File: src/rtl/rst_sequencer.sv
// rst_sequencer: staged, synchronously released, active-low reset generator.
// Assertion is immediate. Release waits for PLL lock and a clean push-button
// input, then frees each downstream reset domain in index order with a fixed
// gap between stages. Faults seen while releasing or running restart the
// whole sequence and record their cause.
// Optional watchdog: define RST_SEQ_WDT_EN to add the i_wdt_kick port and the
// WDT_CYC parameter.
module rst_sequencer #(
    parameter int NUM_STAGES   = 4,
    parameter int DEBOUNCE_CYC = 16,
    parameter int HOLD_CYC     = 8,
    parameter int STAGE_GAP    = 4
`ifdef RST_SEQ_WDT_EN
    ,
    parameter int WDT_CYC      = 1000
`endif
) (
    input  logic                  i_clk,
    input  logic                  i_rst_n,
    input  logic                  i_ext_rst_n,
    input  logic                  i_pll_locked,
    input  logic                  i_sw_rst,
`ifdef RST_SEQ_WDT_EN
    input  logic                  i_wdt_kick,
`endif
    output logic [NUM_STAGES-1:0] o_rst_n,
    output logic                  o_busy,
    output logic [1:0]            o_state,
    output logic [2:0]            o_cause
);

    typedef enum logic [1:0] {
        ST_ASSERT  = 2'd0,
        ST_HOLD    = 2'd1,
        ST_RELEASE = 2'd2,
        ST_RUN     = 2'd3
    } state_t;

    // One shared counter covers both the HOLD window and the inter-stage gap.
    localparam int CNT_MAX = (HOLD_CYC > STAGE_GAP) ? HOLD_CYC : STAGE_GAP;
    localparam int CNT_W   = $clog2(CNT_MAX + 1);
    localparam int STG_W   = $clog2(NUM_STAGES + 1);
    localparam int DBC_W   = $clog2(DEBOUNCE_CYC + 1);

    logic [1:0]            r_ext_sync;
    logic [1:0]            r_lock_sync;
    logic                  w_ext_s;
    logic                  w_lock_s;
    state_t                r_state;
    state_t                w_state_nxt;
    logic [CNT_W-1:0]      r_cnt;
    logic [CNT_W-1:0]      w_cnt_nxt;
    logic [STG_W-1:0]      r_stage;      // index of the next stage to release
    logic [STG_W-1:0]      w_stage_nxt;
    logic [NUM_STAGES-1:0] r_rst_n;
    logic [NUM_STAGES-1:0] w_rst_n_nxt;
    logic [2:0]            r_cause;
    logic [2:0]            w_cause_nxt;
    logic [DBC_W-1:0]      r_dbc;
    logic                  w_active;
    logic                  w_pll_fault;
    logic                  w_ext_fault;
    logic                  w_sw_fault;
    logic                  w_wdt_fault;

    // Two-flop synchronisers for the asynchronous push-button and PLL lock inputs.
    always_ff @(posedge i_clk or negedge i_rst_n) begin
        if (!i_rst_n) begin
            r_ext_sync  <= '0;
            r_lock_sync <= '0;
        end else begin
            r_ext_sync  <= {r_ext_sync[0], i_ext_rst_n};
            r_lock_sync <= {r_lock_sync[0], i_pll_locked};
        end
    end

    assign w_ext_s  = r_ext_sync[1];
    assign w_lock_s = r_lock_sync[1];

    // Debounce: count consecutive synced-low cycles, saturating at the press threshold.
    always_ff @(posedge i_clk or negedge i_rst_n) begin
        if (!i_rst_n) begin
            r_dbc <= '0;
        end else if (w_ext_s) begin
            r_dbc <= '0;
        end else if (r_dbc != DBC_W'(DEBOUNCE_CYC - 1)) begin
            r_dbc <= r_dbc + 1'b1;
        end
    end

    assign w_active    = (r_state == ST_RELEASE) || (r_state == ST_RUN);
    assign w_pll_fault = w_active && !w_lock_s;
    assign w_ext_fault = w_active && !w_ext_s && (r_dbc == DBC_W'(DEBOUNCE_CYC - 1));
    assign w_sw_fault  = (r_state == ST_RUN) && i_sw_rst;

`ifdef RST_SEQ_WDT_EN
    localparam int WDT_W = $clog2(WDT_CYC + 1);

    logic [WDT_W-1:0] r_wdt;

    // Watchdog: runs only in RUN, cleared by a kick, held at zero elsewhere.
    always_ff @(posedge i_clk or negedge i_rst_n) begin
        if (!i_rst_n) begin
            r_wdt <= '0;
        end else if ((r_state != ST_RUN) || i_wdt_kick) begin
            r_wdt <= '0;
        end else if (r_wdt != WDT_W'(WDT_CYC - 1)) begin
            r_wdt <= r_wdt + 1'b1;
        end
    end

    assign w_wdt_fault = (r_state == ST_RUN) && !i_wdt_kick &&
                         (r_wdt == WDT_W'(WDT_CYC - 1));
`else
    assign w_wdt_fault = 1'b0;
`endif

    // State register and registered reset outputs.
    always_ff @(posedge i_clk or negedge i_rst_n) begin
        if (!i_rst_n) begin
            r_state <= ST_ASSERT;
            r_cnt   <= '0;
            r_stage <= '0;
            r_rst_n <= '0;
            r_cause <= 3'd0;
        end else begin
            r_state <= w_state_nxt;
            r_cnt   <= w_cnt_nxt;
            r_stage <= w_stage_nxt;
            r_rst_n <= w_rst_n_nxt;
            r_cause <= w_cause_nxt;
        end
    end

    // Next-state logic: faults override everything, otherwise step the sequence.
    always_comb begin
        w_state_nxt = r_state;
        w_cnt_nxt   = r_cnt;
        w_stage_nxt = r_stage;
        w_rst_n_nxt = r_rst_n;
        w_cause_nxt = r_cause;

        if (w_pll_fault || w_ext_fault || w_sw_fault || w_wdt_fault) begin
            w_state_nxt = ST_ASSERT;
            w_cnt_nxt   = '0;
            w_stage_nxt = '0;
            w_rst_n_nxt = '0;
            if (w_pll_fault)      w_cause_nxt = 3'd1;
            else if (w_ext_fault) w_cause_nxt = 3'd2;
            else if (w_sw_fault)  w_cause_nxt = 3'd3;
            else                  w_cause_nxt = 3'd4;
        end else begin
            case (r_state)
                ST_ASSERT: begin
                    w_rst_n_nxt = '0;
                    w_cnt_nxt   = '0;
                    w_stage_nxt = '0;
                    if (w_lock_s && w_ext_s) w_state_nxt = ST_HOLD;
                end
                ST_HOLD: begin
                    if (!w_lock_s || !w_ext_s) begin
                        w_state_nxt = ST_ASSERT;
                        w_cnt_nxt   = '0;
                    end else if (r_cnt == CNT_W'(HOLD_CYC - 1)) begin
                        w_rst_n_nxt[0] = 1'b1;
                        w_cnt_nxt      = '0;
                        w_stage_nxt    = STG_W'(1);
                        w_state_nxt    = (NUM_STAGES == 1) ? ST_RUN : ST_RELEASE;
                    end else begin
                        w_cnt_nxt = r_cnt + 1'b1;
                    end
                end
                ST_RELEASE: begin
                    if (r_cnt == CNT_W'(STAGE_GAP - 1)) begin
                        for (int k = 0; k < NUM_STAGES; k++) begin
                            if (r_stage == STG_W'(k)) w_rst_n_nxt[k] = 1'b1;
                        end
                        w_cnt_nxt   = '0;
                        w_stage_nxt = r_stage + 1'b1;
                        if (r_stage == STG_W'(NUM_STAGES - 1)) w_state_nxt = ST_RUN;
                    end else begin
                        w_cnt_nxt = r_cnt + 1'b1;
                    end
                end
                ST_RUN: begin
                    w_state_nxt = ST_RUN;
                end
                default: begin
                    w_state_nxt = ST_ASSERT;
                end
            endcase
        end
    end

    assign o_rst_n = r_rst_n;
    assign o_busy  = (r_state != ST_RUN);
    assign o_state = r_state;
    assign o_cause = r_cause;

endmodule

File: config.mk
export PLATFORM = sky130hd
export DESIGN_NAME = rst_sequencer
export DESIGN_NICKNAME = d
export VERILOG_FILES = /design/src/rtl/rst_sequencer.sv
export SDC_FILE = /design/constraint.sdc
export NUM_CORES = 1
export LEC_CHECK = 0
export ABC_AREA = 1
export CAP_MARGIN = 20
export CORE_MARGIN = 5
export CORE_UTILIZATION = 50
export DETAILED_ROUTE_END_ITERATION = 10
export DONT_BUFFER_PORTS = 1
export GPL_ROUTABILITY_DRIVEN = 0
export PLACE_DENSITY = 0.68
export SLEW_MARGIN = 20
export SYNTH_ARGS = -nofsm -noshare
export SYNTH_HDL_FRONTEND = slang
export SYNTH_SLANG_ARGS = --single-unit
File: constraint.sdc
create_clock -name i_clk -period 2.1 [get_ports i_clk]
set_clock_uncertainty 0.15 [all_clocks]
set_input_delay 0.21 -clock i_clk [delete_from_list [all_inputs] [get_ports i_clk]]
set_output_delay 0.21 -clock i_clk [all_outputs]
set_load 0.03 [all_outputs]
Word-level counts from Yosys, hierarchy flattened
Index checks and enable logic that the tools add are counted.
Widths: inputs -> output; s select.
- register bits: 25
- input port bits: 5
- output and inout bits: 10
- word-level logic and storage cells: 88
- add/sub/neg operators: 3
- equal/unequal tests: 20
- multiplexer cells: 32
- reduce and logical (&&, ||, !) cells: 22
- operators by type and width (cell ; count):
    $mux 4 ; 6
    $mux 3 ; 7
    $ne 3x1->1 const B ; 5
    $mux 2 ; 6
    $pmux 4 s3 ; 1
    $mux 5 ; 2
    $ne 3x3->1 const B ; 3
    $pmux 3 s3 ; 1
    $reduce_and 3->1 ; 3
    $pmux 2 s4 ; 1
    $reduce_and 4->1 ; 2
    $eq 3x2->1 const B ; 2
    $mux 1 ; 6
    $pmux 3 s2 ; 1
    $add 5x1->5 const B ; 1
    $eq 5x4->1 const B ; 1
    $logic_and 1x1->1 ; 5
    $ne 5x4->1 const B ; 1
    $reduce_and 5->1 ; 1
    $add 4x1->4 const B ; 1
    $eq 2x2->1 const B ; 2
    $eq 4x2->1 const B ; 1
    $eq 4x3->1 const B ; 1
    $logic_or 1x1->1 ; 4
    other kinds (12) ; 13

Depth between registers and ports, before layout
- word-level depth: 8
- mapped depth: 15
- mapped depth without buffers: 15

Worst setup path after synthesis
OpenSTA, ideal clock, no wires.
- path type: register to register
- from: reg r_state[0], in the netlist o_state[0]
- to: reg r_state[0], in the netlist o_state[0]
- library setup time: 74 ps
- arrival: 1798 ps
- data required time: 1876 ps
- setup slack: 78 ps
- cell stages (with the launch flop): 13
- path buffers: 0
- period minus slack after synthesis: 2022 ps
- path through: dfrtp_1 > ha_1 > inv_1 > nand2_1 > nand2_1 > nand2_2 > nor2_4 > nand2_2 > clkinv_4 > nand2_2 > nand2_2 > nand2_2 > o21ai_2
- word-level cells in the longest chain between the ends: 8
- elaborated cells between the ends (all ways): 18
- classes of those cells: 7 x eq/ne; 2 x mux; 9 x reduce/logical
- ends and longest elaborated chain (element ; line ; text):
    start: declaration ; 49 ; state_t r_state;
    start signal: assignment ; 127 ; r_state <= w_state_nxt;
    $eq 2x2->1, on equally long branches ; 91, 153, 94 ;
    $logic_or 1x1->1 ; 91 ; assign w_active = (r_state == ST_RELEASE) || (r_state == ST_RUN);
    $logic_and 1x1->1 (2 in series) ; 93 ; assign w_ext_fault = w_active && !w_ext_s && (r_dbc == DBC_W'(DEBOUNCE_CYC - 1));
    $logic_or 1x1->1 (2 in series) ; 143 ; if (w_pll_fault || w_ext_fault || w_sw_fault || w_wdt_fault) begin
    $ne 4x4->1 (no line), or another cell as far along ; - ;
    $reduce_and 4->1 (no line) ; - ;
Several ways; a longest one is shown, not always the timed one.
A chain may end at the register's enable or synchronous reset.

Worst setup path after layout
- from: reg r_dbc[0]
- to: reg r_state[1], in the netlist o_state[1]
- word-level cells in the longest chain between the ends: 6
- elaborated cells between the ends (all ways): 10
- classes of those cells: 5 x eq/ne; 1 x mux; 4 x reduce/logical
- ends and longest elaborated chain (element ; line ; text):
    start: declaration ; 59 ; logic [DBC_W-1:0] r_dbc;
    start signal: assignment ; 87 ; r_dbc <= r_dbc + 1'b1;
    $eq 5x4->1 (*) ; 93 ;
    $logic_and 1x1->1 (*) ; 93 ;
    $logic_or 1x1->1 (*) (2 in series) ; 143 ;
    $ne 4x4->1 (no line), or another cell as far along ; - ;
    $reduce_and 4->1 (no line) ; - ;
Every way passes the cells marked *; elsewhere a longest branch is shown, timed or not.

==> results.txt <==
Final antenna-violating net count: 0
Pin slew with the least headroom to its limit: 0.549 ns
Largest net degree at the start of global routing: 26
Syn_nets: 187
Result of the run: finished, final reports clean
Sequential cell area fraction in the yosys report: 0.434
Yosys top cell area share: 0.434
Crit share post-route: 0.956
Sw frac: 0.439
Vias per Instance: 5.31
Worst VDD drop: 0.596 mV
Worst-path maximum fanout: 6
Net switching power: 0.749 mW
Synth top cells by count: nand2_1 (36), dfrtp_1 (25), inv_1 (25)
Mean post-synth cell area: 8.47 um2
Nature of the critical path endpoint: flip-flop
DRC violations left: 0
Via count: 1,194
Syn Inst Count: 170
Maximum buffer depth of the clock tree: 2
Leakage power: 0.883 nW
Post-synthesis cell area: 0.00144 mm2
Standard-cell row count: 19
Master of the slowest instance on the critical path: dfrtp_1
# Max-Cap Violations: 0
Syn. warnings: 0
Worst path max stage delay: 0.38 ns
Routed length per placed instance: 13.1 um
First-iteration detailed-routing DRC count: 80
Total global routing overflow: 0
# port buffers: 0
Comb pwr share: 0.476
Wire length of the first global-routing pass: 4880 um
CTS root buf: clkbuf_4
Proportion of synthesized flip-flops having asynchronous set or reset: 1.00
Standard cell core area: 0.00276 mm2
Path type of the worst setup path: reg2reg
Number of failing setup endpoints in the final timing report: 0
Number of distinct standard cells referenced by the synthesized netlist: 23
RSZ-0062 raised after global routing: yes
Initial standard-cell utilization of the core: 0.522
Largest cells by area after synthesis: dfrtp_1 (43%), ha_1 (10%), nand2_1 (9.4%)
Total power per unit cell area: 983 mW/mm2
H-tree Lvls: 1
Vertical die dimension: 63.7 um
Number of clock sinks seen by CTS: 25
Count leader, synth: nand2_1
Sequential share of power: 0.400
Fin util: 0.630
First-pass iteration count of the detailed router: 4
Number of global-route vias before repair: 1,098
Final count of hold timing violations: 0
Cell type with the highest aggregate area in the netlist: dfrtp_1
Category of the worst setup path launch point: flip-flop
Area growth from synthesis to final layout: 20.6%
Top_reg_cell synth: dfrtp_1
Floorplan die area: 0.00405 mm2
Post-Layout Inst Area: 0.00174 mm2
Nets: 212
Critical path data arrival time: 2.07 ns
Path class of the lowest-slack min-delay path: reg2reg
Data required time at the worst endpoint: 2.17 ns
Internal Power: 0.958 mW
Clock tree from TritonCTS: yes
Cell class contributing the biggest share of worst-path delay: simple AND/OR/NAND/NOR gates
Share of cells above drive strength 1: 0.273
Total power consumption of the routed design: 1.71 mW
Count of flip-flops with a built-in enable after synthesis: 0
Maximum frequency from static timing analysis: 498 MHz
Post-synthesis register bit count: 25
Post-DP HPWL: 2080 um
CP dominant cell by count: nand2_2
Worst-Skew Late Latency: 0.31 ns
Max Transition Viols Final: 0
Clock-pin slew of the registers on the worst-case setup and hold paths: 0.13 ns
Number of primary I/O pins: 15
CTS Buf Count: 3
Placed cell area: 0.00152 mm2
Ant diodes: 0
Antenna violations before repair: 0
Overall track demand over capacity in global routing: 0.148
Chip width: 63.7 um
Count of buffer and inverter cells on the critical path: 3
Relative slew slack: 0.634
Critical path cell sequence: ha_2 -> inv_2 -> nor3_2 -> ha_2 -> inv_4 -> nor2_4 -> nand2_2 -> nand2_2 -> nor2_4 -> nand2_2 -> clkinv_4 -> nand2_4 -> nand2_4 -> nand2_2 -> o21ai_2
Overall routed net length: 2950 um
Clock share of power: 0.124
Worst hold margin: 0.215 ns
Post-layout minimum cycle time: 2.01 ns
[what timing repair did]
action | 4_1_cts | 5_1_grt
pin swaps | 2 | 4
endpoints found under the setup margin | 6 | 9
hold buffers | 4 | 1
buffers inserted | 2 | 7
hold endpoints to repair | 28 | 25
gates resized for setup | 3 | 15
[registers in the layout (all words and copies together), names as in the netlist]
register,flops
o_state,2
r_ext_sync,2
r_stage,3
r_lock_sync,2
r_cnt,4
o_rst_n,4
r_dbc,5
o_cause,3
[placed cells by master, fill, tap and decap left out, drive strengths merged]
cell type     n
o211ai        1
ha           12
dfrtp        25
xor2          2
nand4         7
nand2        45
nor3          4
dlygate4sd3   4
buf          16
o21ai        13
o22ai         2
nor2         13
inv          28
clkbuf        4
a21oi         5
clkinv        1
nand3        12
[kinds of logic (layout without fill, tap and decap cells)]
group	count (synthesis)	count (layout)	synth area share
compound gates	21	21	0.0817
xor+xnor	2	2	0.0122
fa+ha+maj	12	12	0.104
buf+inv	29	53	0.0791
flops	25	25	0.434
simple gates	81	81	0.288
[per-stage QoR]
step	instances	worst slack, ns	setup TNS (ns)
after global placement	207	0.0682	0
after CTS	217	0.00851	0
after floorplan	170	0.0783	0
after detailed placement	207	-0.0280	-0.0470
after global routing	225	-0.0641	-0.316
final	225	0.0919	0
[metal layers]
metal  vias to the layer above  routed length, um  global-route usage
li1                        600                  -                   -
met3                         6                115              0.0249
met5                         -                  0                   0
met2                        25               1400               0.226
met4                         0                 40              0.0468
met1                       563               1390               0.213
[path summary, 6_finish.rpt]
kind	startpoint	endpoint	slack (ns)	cells after the start
worst max-delay path	r_dbc[0]	o_state[1]	0.09	15
max in group asynchronous	i_rst_n	o_state[1]	1.19	2
worst max register to register	r_dbc[0]	o_state[1]	0.09	15
worst min register to register	r_ext_sync[0]	r_ext_sync[1]	0.21	0
worst min-delay path	r_ext_sync[0]	r_ext_sync[1]	0.21	0
min in group asynchronous	i_rst_n	o_cause[2]	0.25	2
[worst reg2reg max path: stages, from the launching register on]
cell,delay [ns]
dfrtp_1,0.38
ha_2,0.19
inv_2,0.04
nor3_2,0.10
ha_2,0.24
inv_4,0.06
nor2_4,0.09
nand2_2,0.06
nand2_2,0.09
nor2_4,0.06
nand2_2,0.10
clkinv_4,0.08
nand2_4,0.08
nand2_4,0.07
nand2_2,0.07
o21ai_2,0.05
[power by group through the flow]
stage          logic, mW  registers, mW  clock network, mW
2_1_floorplan      0.493          0.710                  0
3_3_place_gp       0.674          0.688                  0
3_5_place_dp       0.680          0.694                  0
4_1_cts            0.731          0.682              0.220
5_1_grt            0.909          0.694              0.253
6_report           0.812          0.683              0.211
[final cells by class]
cell class / instances / area [um2]
clock buffers: 4 / 26.3
flip-flops and latches: 25 / 626
repair buffers: 20 / 158
fillers: 232 / 1020
well taps: 31 / 38.8
inverters: 29 / 116
multi-input cells: 116 / 772
No activity file was read; power rests on OpenSTA's default activity.
